### config.mk
export PLATFORM = sky130hd
export DESIGN_NAME = hub75_bcm_sequencer
export DESIGN_NICKNAME = d
export VERILOG_FILES = /design/src/rtl/hub75_pkg.sv /design/src/rtl/bcm_ontime.sv /design/src/rtl/hub75_bcm_sequencer.sv
export SDC_FILE = /design/constraint.sdc
export NUM_CORES = 1
export LEC_CHECK = 0
export BUFFER_PORTS_ARGS = -buffer_cell sky130_fd_sc_hd__buf_2
export CAP_MARGIN = 20
export CELL_PAD_IN_SITES_DETAIL_PLACEMENT = 1
export CELL_PAD_IN_SITES_GLOBAL_PLACEMENT = 1
export CORE_MARGIN = 4
export CORE_UTILIZATION = 39
export CTS_CLUSTER_DIAMETER = 120
export DETAILED_ROUTE_END_ITERATION = 10
export PLACE_DENSITY_LB_ADDON = 0.1
export SYNTH_ARGS = -nofsm -noshare
export SYNTH_HDL_FRONTEND = slang
export SYNTH_SLANG_ARGS = --single-unit
### constraint.sdc
create_clock -name clk -period 11.1 [get_ports clk]
set_input_delay 3.33 -clock clk [delete_from_list [all_inputs] [get_ports clk]]
set_output_delay 3.33 -clock clk [all_outputs]
set_load 0.03 [all_outputs]
### src/rtl/hub75_pkg.sv
// Shared HUB75 definitions: scan states, default panel geometry and a width helper
// used by the scan sequencer and the other panel-side modules.
package hub75_pkg;

  typedef enum logic [2:0] {
    IDLE,
    SHIFT,
    FLUSH,
    LATCH,
    SHOW
  } state_t;

  localparam int DEF_COLS = 64;
  localparam int DEF_ROWS = 32;
  localparam int DEF_BITS = 8;

  function automatic int clog2(input int value);
    int r;
    r = 0;
    for (int i = 0; i < 31; i++) begin
      if ((1 << i) < value) r = i + 1;
    end
    return r;
  endfunction

  // Never returns zero so it can size a vector for a single-valued range.
  function automatic int width_of(input int value);
    return (clog2(value) < 1) ? 1 : clog2(value);
  endfunction

endpackage

### src/rtl/bcm_ontime.sv
// Registered multiply-shift giving the SHOW period of a bitplane and the portion
// of it during which the panel is unblanked for the given global brightness.
module bcm_ontime
  import hub75_pkg::*;
#(
  parameter int BITS      = DEF_BITS,
  parameter int SHOW_UNIT = 16,
  parameter int PL_W      = width_of(BITS),
  parameter int CNT_W     = clog2(SHOW_UNIT) + BITS
) (
  input  logic             clk,
  input  logic             load,
  input  logic [PL_W-1:0]  plane,
  input  logic [7:0]       brightness,
  output logic [CNT_W-1:0] period_p1,
  output logic [CNT_W-1:0] on_p1
);

  localparam int PROD_W = 8 + CNT_W;

  // Full-precision product, truncated back to a cycle count (floor of duty/256).
  function automatic logic [CNT_W-1:0] scale_on(input logic [7:0]       duty,
                                                input logic [CNT_W-1:0] period);
    logic [PROD_W-1:0] prod;
    prod = PROD_W'(duty) * PROD_W'(period);
    return prod[PROD_W-1:8];
  endfunction

  logic [CNT_W-1:0] period_p0;

  assign period_p0 = CNT_W'(SHOW_UNIT) << plane;

  // p0 -> p1
  always_ff @(posedge clk) begin
    if (load) begin
      period_p1 <= period_p0;
      on_p1     <= scale_on(brightness, period_p0);
    end
  end

endmodule

### src/rtl/hub75_bcm_sequencer.sv
// HUB75 scan controller: walks rows and bitplanes, shifting one row per plane and
// showing it for a binary-weighted period gated by the global brightness.
module hub75_bcm_sequencer
  import hub75_pkg::*;
#(
  parameter int COLS      = DEF_COLS,
  parameter int ROWS      = DEF_ROWS,
  parameter int BITS      = DEF_BITS,
  parameter int SHOW_UNIT = 16,
  parameter int AX_W      = 8,
  parameter int AY_W      = 5
) (
  input  logic                      clk,
  input  logic                      reset,
  input  logic                      enable,
  input  logic [7:0]                brightness,
  output logic [AX_W-1:0]           addrx,
  output logic [AY_W-1:0]           addry,
  output logic [width_of(BITS)-1:0] plane,
  output logic                      rd_en,
  output logic                      sclk_en,
  output logic                      latch,
  output logic                      blank,
  output logic                      frame_start,
  output logic                      busy
);

  localparam int PL_W  = width_of(BITS);
  localparam int CNT_W = clog2(SHOW_UNIT) + BITS;

  state_t           state_q, state_d;
  logic [CNT_W-1:0] cnt_q, cnt_d;
  logic [CNT_W-1:0] period_p1, on_p1;
  logic [AX_W-1:0]  addrx_d;
  logic [AY_W-1:0]  addry_d;
  logic [PL_W-1:0]  plane_d;
  logic             rd_en_d, sclk_en_d, latch_d, blank_d, frame_start_d, busy_d;
  logic             show_done, last_plane, last_row;

  assign show_done  = (cnt_q == period_p1 - CNT_W'(1));
  assign last_plane = (plane == PL_W'(BITS - 1));
  assign last_row   = (addry == AY_W'(ROWS - 1));

  // Brightness is captured as the row enters LATCH, so ON is settled before SHOW.
  bcm_ontime #(
    .BITS      (BITS),
    .SHOW_UNIT (SHOW_UNIT),
    .PL_W      (PL_W),
    .CNT_W     (CNT_W)
  ) u_ontime (
    .clk        (clk),
    .load       (state_q == FLUSH),
    .plane      (plane),
    .brightness (brightness),
    .period_p1  (period_p1),
    .on_p1      (on_p1)
  );

  always_ff @(posedge clk) begin
    cnt_q <= cnt_d;
    if (reset) begin
      state_q     <= IDLE;
      addrx       <= '0;
      addry       <= '0;
      plane       <= '0;
      rd_en       <= 1'b0;
      sclk_en     <= 1'b0;
      latch       <= 1'b0;
      blank       <= 1'b1;
      frame_start <= 1'b0;
      busy        <= 1'b0;
    end else begin
      state_q     <= state_d;
      addrx       <= addrx_d;
      addry       <= addry_d;
      plane       <= plane_d;
      rd_en       <= rd_en_d;
      sclk_en     <= sclk_en_d;
      latch       <= latch_d;
      blank       <= blank_d;
      frame_start <= frame_start_d;
      busy        <= busy_d;
    end
  end

  // A frame only ends after its last row; enable is not looked at mid-frame.
  always_comb begin
    state_d = state_q;
    case (state_q)
      IDLE:    if (enable) state_d = SHIFT;
      SHIFT:   if (addrx == AX_W'(COLS - 1)) state_d = FLUSH;
      FLUSH:   state_d = LATCH;
      LATCH:   state_d = SHOW;
      SHOW:    if (show_done) state_d = (last_plane && last_row && !enable) ? IDLE : SHIFT;
      default: state_d = IDLE;
    endcase
  end

  always_comb begin
    addrx_d = '0;
    addry_d = addry;
    plane_d = plane;
    cnt_d   = '0;
    if (state_q == SHIFT && state_d == SHIFT) addrx_d = addrx + AX_W'(1);
    if (state_q == SHOW && state_d == SHOW) cnt_d = cnt_q + CNT_W'(1);
    if (state_q == IDLE) begin
      addry_d = '0;
      plane_d = '0;
    end else if (state_q == SHOW && state_d != SHOW) begin
      if (!last_plane) begin
        plane_d = plane + PL_W'(1);
      end else begin
        plane_d = '0;
        addry_d = last_row ? '0 : addry + AY_W'(1);
      end
    end
    rd_en_d       = (state_d == SHIFT);
    sclk_en_d     = rd_en;
    latch_d       = (state_d == LATCH);
    busy_d        = (state_d != IDLE);
    blank_d       = !(state_d == SHOW && cnt_d < on_p1);
    frame_start_d = (state_d == SHIFT) && (state_q != SHIFT) &&
                    (plane_d == '0) && (addry_d == '0);
  end

endmodule

# ---- Yosys cells after proc, flatten, opt, wreduce, memory -nomap -nowiden
# Index checks and enable logic that the tools add are counted.
# Widths: inputs -> output; s select.
dict set report word_totals {
  inputBits 11
  output_inout_bits 22
  register_bits 61
}
dict set report op_classes {
  n_mux 13
  multipliers 1
  n_addsub 5
  n_lt_le_gt_ge 1
  bitwise_logic 1
  n_eq_ne 13
  shift 1
  reduce_logical 16
}
# cell n
set op_table {}
lappend op_table {{$mul 8x12->20} 1}
lappend op_table {{$mux 5} 4}
lappend op_table {{$mux 3} 6}
lappend op_table {{$pmux 3 s5} 1}
lappend op_table {{$add 12x1->12 const B} 1}
lappend op_table {{$eq 12x12->1} 1}
lappend op_table {{$lt 12x12->1} 1}
lappend op_table {{$mux 12} 1}
lappend op_table {{$shl 5x3->12 const A} 1}
lappend op_table {{$sub 12x1->12 const B} 1}
lappend op_table {{$eq 3x2->1 const B} 3}
lappend op_table {{$eq 3x3->1 const B} 3}
lappend op_table {{$logic_and 1x1->1} 9}
lappend op_table {{$add 8x1->8 const B} 1}
lappend op_table {{$eq 8x6->1 const B} 1}
lappend op_table {{$eq 3x1->1 const B} 2}
lappend op_table {{$logic_not 3->1} 2}
lappend op_table {{$add 5x1->5 const B} 1}
lappend op_table {{$eq 5x5->1 const B} 1}
lappend op_table {{$logic_not 5->1} 1}
lappend op_table {{$add 3x1->3 const B} 1}
lappend op_table {{$ne 3x1->1 const B} 1}
lappend op_table {{$ne 3x3->1 const B} 1}
lappend op_table {{$reduce_bool 3->1} 1}
lappend op_table {{other kinds (4)} 5}

# ---- Longest topological paths before layout
dict set report depth {
  depth_word 13
  mapped_depth 22
}

# ---- Hierarchy
# A second synthesis with hierarchy kept.
dict set report hier_totals {
  hier_cells 571
  hier_area_um2 5233.8
}
# module cells_per_inst area_each_um2 instances
set by_module_without_submodules {}
lappend by_module_without_submodules {bcm_ontime 287 2844.0 1}
lappend by_module_without_submodules {hub75_bcm_sequencer 284 2389.8 1}

# ---- Least setup slack after synthesis
# Ideal clock, no wire load.
dict set report synth_timing {
  path_kind {in2reg}
  start {input brightness[7]}
  end {register u_ontime.on_p1[10], data pin}
  setup_slack_ps 3940
  arrival_ps 6903
  setup_time_ps 258
  cell_stages 14
  t_required_ps 10842
  n_path_buf 0
  cell_sequence {and2_1 fa_1 inv_1 fa_1 fa_1 fa_1 inv_1 ha_1 and3_1 a211oi_1 a21oi_1 a21o_1 a21oi_1 xnor2_1}
}
dict set report synth_via {
  elab_chain_cells 1
}
# item line_no
set synth_rtl {}
lappend synth_rtl {{from (decl)} hub75_bcm_sequencer.sv:16} ;# input logic [7:0] brightness,
lappend synth_rtl {{$mul 8x12->20} bcm_ontime.sv:25} ;# prod = PROD_W'(duty) * PROD_W'(period);
lappend synth_rtl {{to (signal assigned)} bcm_ontime.sv:37} ;# on_p1 <= scale_on(brightness, period_p0);
lappend synth_rtl {{to (decl)} bcm_ontime.sv:16} ;# output logic [CNT_W-1:0] on_p1
# No other way between the ends.
# A chain may end at the register's enable or synchronous reset.

# ---- Worst setup path in the final report
dict set report layout_timing {
  start {input brightness[4]}
  end {register u_ontime.on_p1[10], data pin}
}
# Same word-level chain as after synthesis.

==> flow_summary.json <==
{
  "outcome": "complete, no violations",
  "min_path_cells": 1,
  "fin_util_pct": 45.3,
  "postCtsSetupRepairBufs": 0,
  "layout_common_cells": "inv_1, ha_1, nand2_1",
  "rsz0062_at_grt": "no",
  "hold_buffers": 0,
  "intPower_uw": 420,
  "final_area_um2": 5440,
  "met1_usage_pct": 21.3,
  "wirelength_um": 11000,
  "regToRegEndpoint": "u_ontime.on_p1[10]$_DFFE_PP_",
  "cp.required_ns": 11.18,
  "remaining_drc_errors": 0,
  "synth_simple_gate_area_share_pct": 21.3,
  "clock_path_buffers": 2,
  "post_drt_via_cell_ratio": 5.03,
  "drtIter0Drc": 138,
  "syn_inst": 508,
  "hold_viol": 0,
  "synthFlopType": "dfxtp_1",
  "ys_warn_count": 0,
  "cts.sinks": 57,
  "crit_fanout": 8,
  "slew_headroom_pct": 53.9,
  "grt-ovfl-total": 0,
  "startpoint": "brightness[4]",
  "p_leak_uw": 0.00262,
  "core-area_um2": 12000,
  "hold_start": "rd_en$_SDFF_PP0_",
  "die_w_um": 119,
  "tns_ns": 0,
  "tightest_slew_ns": 0.686,
  "reg2reg_depth": 15,
  "vias": 3499,
  "nets": 646,
  "buffer_ports.inserted": 32,
  "cts_resized": 0,
  "syn_avg_cell_area_um2": 9.45,
  "antenna_found_initial": 0,
  "n_antenna_cell": 0,
  "worstReg2RegStart": "plane[1]$_SDFF_PP0_",
  "cts_htree_levels": 3,
  "io_pins": 33,
  "use_met2_pct": 27.6,
  "seqPwrFrac_pct": 41.1,
  "root_buffer": "clkbuf_16",
  "switching_share_pct": 21.0,
  "grt_max_degree": 21,
  "place_hpwl_um": 8950,
  "ys_ff_latch": 57,
  "cts_made_buffers": 9,
  "cp-start-kind": "input port",
  "finalClockSkew_ns": 0.00709,
  "synth_top_area_cell": "dfxtp_1",
  "wl_per_cell_um": 15.8,
  "synth_cell_types": 51,
  "pwr-share-comb_pct": 4.1,
  "p_sw_uw": 111,
  "hp-class": "reg -> reg",
  "fin_crit_sh_pct": 65.1,
  "start_util_pct": 40.0,
  "endpoint_kind": "register",
  "critical_path_class": "in -> reg",
  "ant_nets": 0,
  "maxSlewViolCount": 0,
  "ys_async_sr_fraction_pct": 0,
  "synthMuxAreaShare_pct": 1.67,
  "detailed_place.area_um2": 5120,
  "area_growth_pct": 13.3,
  "arrival_ns": 7.30,
  "clockPowerShare_pct": 54.8,
  "place.gp.congestion": 0.798,
  "dieArea_um2": 14100,
  "synth_xor_xnor_area_share_pct": 6.75,
  "synth_top_family_by_area": "adder cells",
  "min_to": "sclk_en$_SDFF_PP0_",
  "clk_latency_ns": 0.33,
  "drv_cap": 0,
  "synth_fp_nets": 610,
  "synth_top_area_share_pct": 15.4,
  "power.total_uw": 531,
  "track_usage_pct": 16.5,
  "irDropWorstVdd_v": 0.0000676,
  "fillCellCount": 1423,
  "cts_tree": "yes",
  "dr.pass1.iters": 4,
  "ys_seq_area_share_pct": 27.9,
  "grtUsageMet3_pct": 4.04,
  "drive_above_1_share_pct": 10.6,
  "grt_pass1_vias": 3737,
  "rows": 40,
  "synth_compound_area_share_pct": 6.75,
  "syn-cell-area_um2": 4800,
  "grt-busiest-layer": "met2",
  "cts.clk_slew.worst_paths_ns": 0.05,
  "final_common_cell": "inv_1",
  "reg2reg_slack_ns": 5.75,
  "setup_viol": 0,
  "fmax_mhz": 138,
  "synthTopCellsByArea": "dfxtp_1, fa_1, ha_1",
  "synth-edff-count": 20,
  "grt_pass1_wl_um": 18600,
  "synth_fa_ha_area_share_pct": 29.4,
  "period_needed_ns": 7.23,
  "pwr_density_cell_nw_per_um2": 97.7,
  "die_h_um": 119
}
sequential cells by signal (all words and copies together) (netlist names):
name and cells:
rd_en 1, state_q 3, frame_start 1, addry 5
plane 3, blank 1, addrx 8, u_ontime.period_p1 8
busy 1, sclk_en 1, u_ontime.on_p1 12, cnt_q 12
latch 1
power groups by stage:
stage / registers [µW] / logic (µW) / clock network, µW
global route: 218 / 24.0 / 309
CTS: 218 / 22.0 / 300
global placement: 222 / 21.3 / 0
finish: 218 / 21.6 / 291
detailed placement: 222 / 21.7 / 0
floorplan: 225 / 9.74 / 0
cells in the mapped netlist, drive strengths merged, types with 4 or more instances:
cell type	number
nor2	37
o21ai	8
nand3	13
nand2b	6
clkbuf	9
inv	71
nor3	14
nor2b	9
fa	36
dfxtp	37
mux2i	8
xnor2	20
nand2	39
xor2	17
nor3b	4
ha	55
a21o	7
and3	15
and2	32
edfxtp	20
a21oi	15
critical path, stage by stage:
cell,delay [ns]
buf_2,0.14
and2_1,0.17
fa_1,0.46
fa_1,0.55
inv_1,0.05
fa_1,0.46
fa_1,0.54
inv_1,0.04
ha_1,0.34
a21oi_1,0.15
o21ai_0,0.12
a211oi_1,0.31
a21oi_1,0.17
a21o_1,0.20
a21oi_1,0.18
xnor2_1,0.08
kinds of logic after synthesis:
logic type	Yosys count
adder cells (fa/ha/maj)	91
XOR/XNOR	37
multiplexers	8
buffers and inverters	80
AO/OA/AOI/OAI	48
flip-flops	57
AND/OR/NAND/NOR	187
metal layers:
metal	wire [µm]	vias to the layer above
met5	0	-
met4	101	0
met3	300	10
met2	5460	37
met1	5160	1697
li1	-	1755
cell type report:
| type | instances | area, µm² | area share [%] |
|---|---|---|---|
| well taps | 147 | 184 | 3.38 |
| flip-flops and latches | 57 | 1340 | 24.7 |
| clock buffers | 10 | 229 | 4.21 |
| clock inverters | 6 | 82.6 | 1.52 |
| repair buffers | 34 | 175 | 3.22 |
| multi-input cells | 371 | 3160 | 58.1 |
| inverters | 71 | 267 | 4.90 |
metrics by stage:
step	setup slack [ns]	hold WS [ns]	instances
6_report	3.87	0.466	696
2_1_floorplan	3.94	0.423	508
3_3_place_gp	3.66	0.439	680
5_1_grt	3.58	0.488	696
4_1_cts	3.88	0.468	696
3_5_place_dp	3.54	0.462	680
worst max-delay path by stage:
stage	to	slack, ns	cells past startpoint
after floorplan	u_ontime.on_p1[10]$_DFFE_PP_	3.94	14
after global placement	u_ontime.on_p1[10]$_DFFE_PP_	3.66	15
after detailed placement	u_ontime.on_p1[10]$_DFFE_PP_	3.54	16
after CTS	u_ontime.on_p1[10]$_DFFE_PP_	3.88	16
after global routing	u_ontime.on_p1[10]$_DFFE_PP_	3.58	16
final	u_ontime.on_p1[10]$_DFFE_PP_	3.87	16
Power figures use the tool's default switching activity.
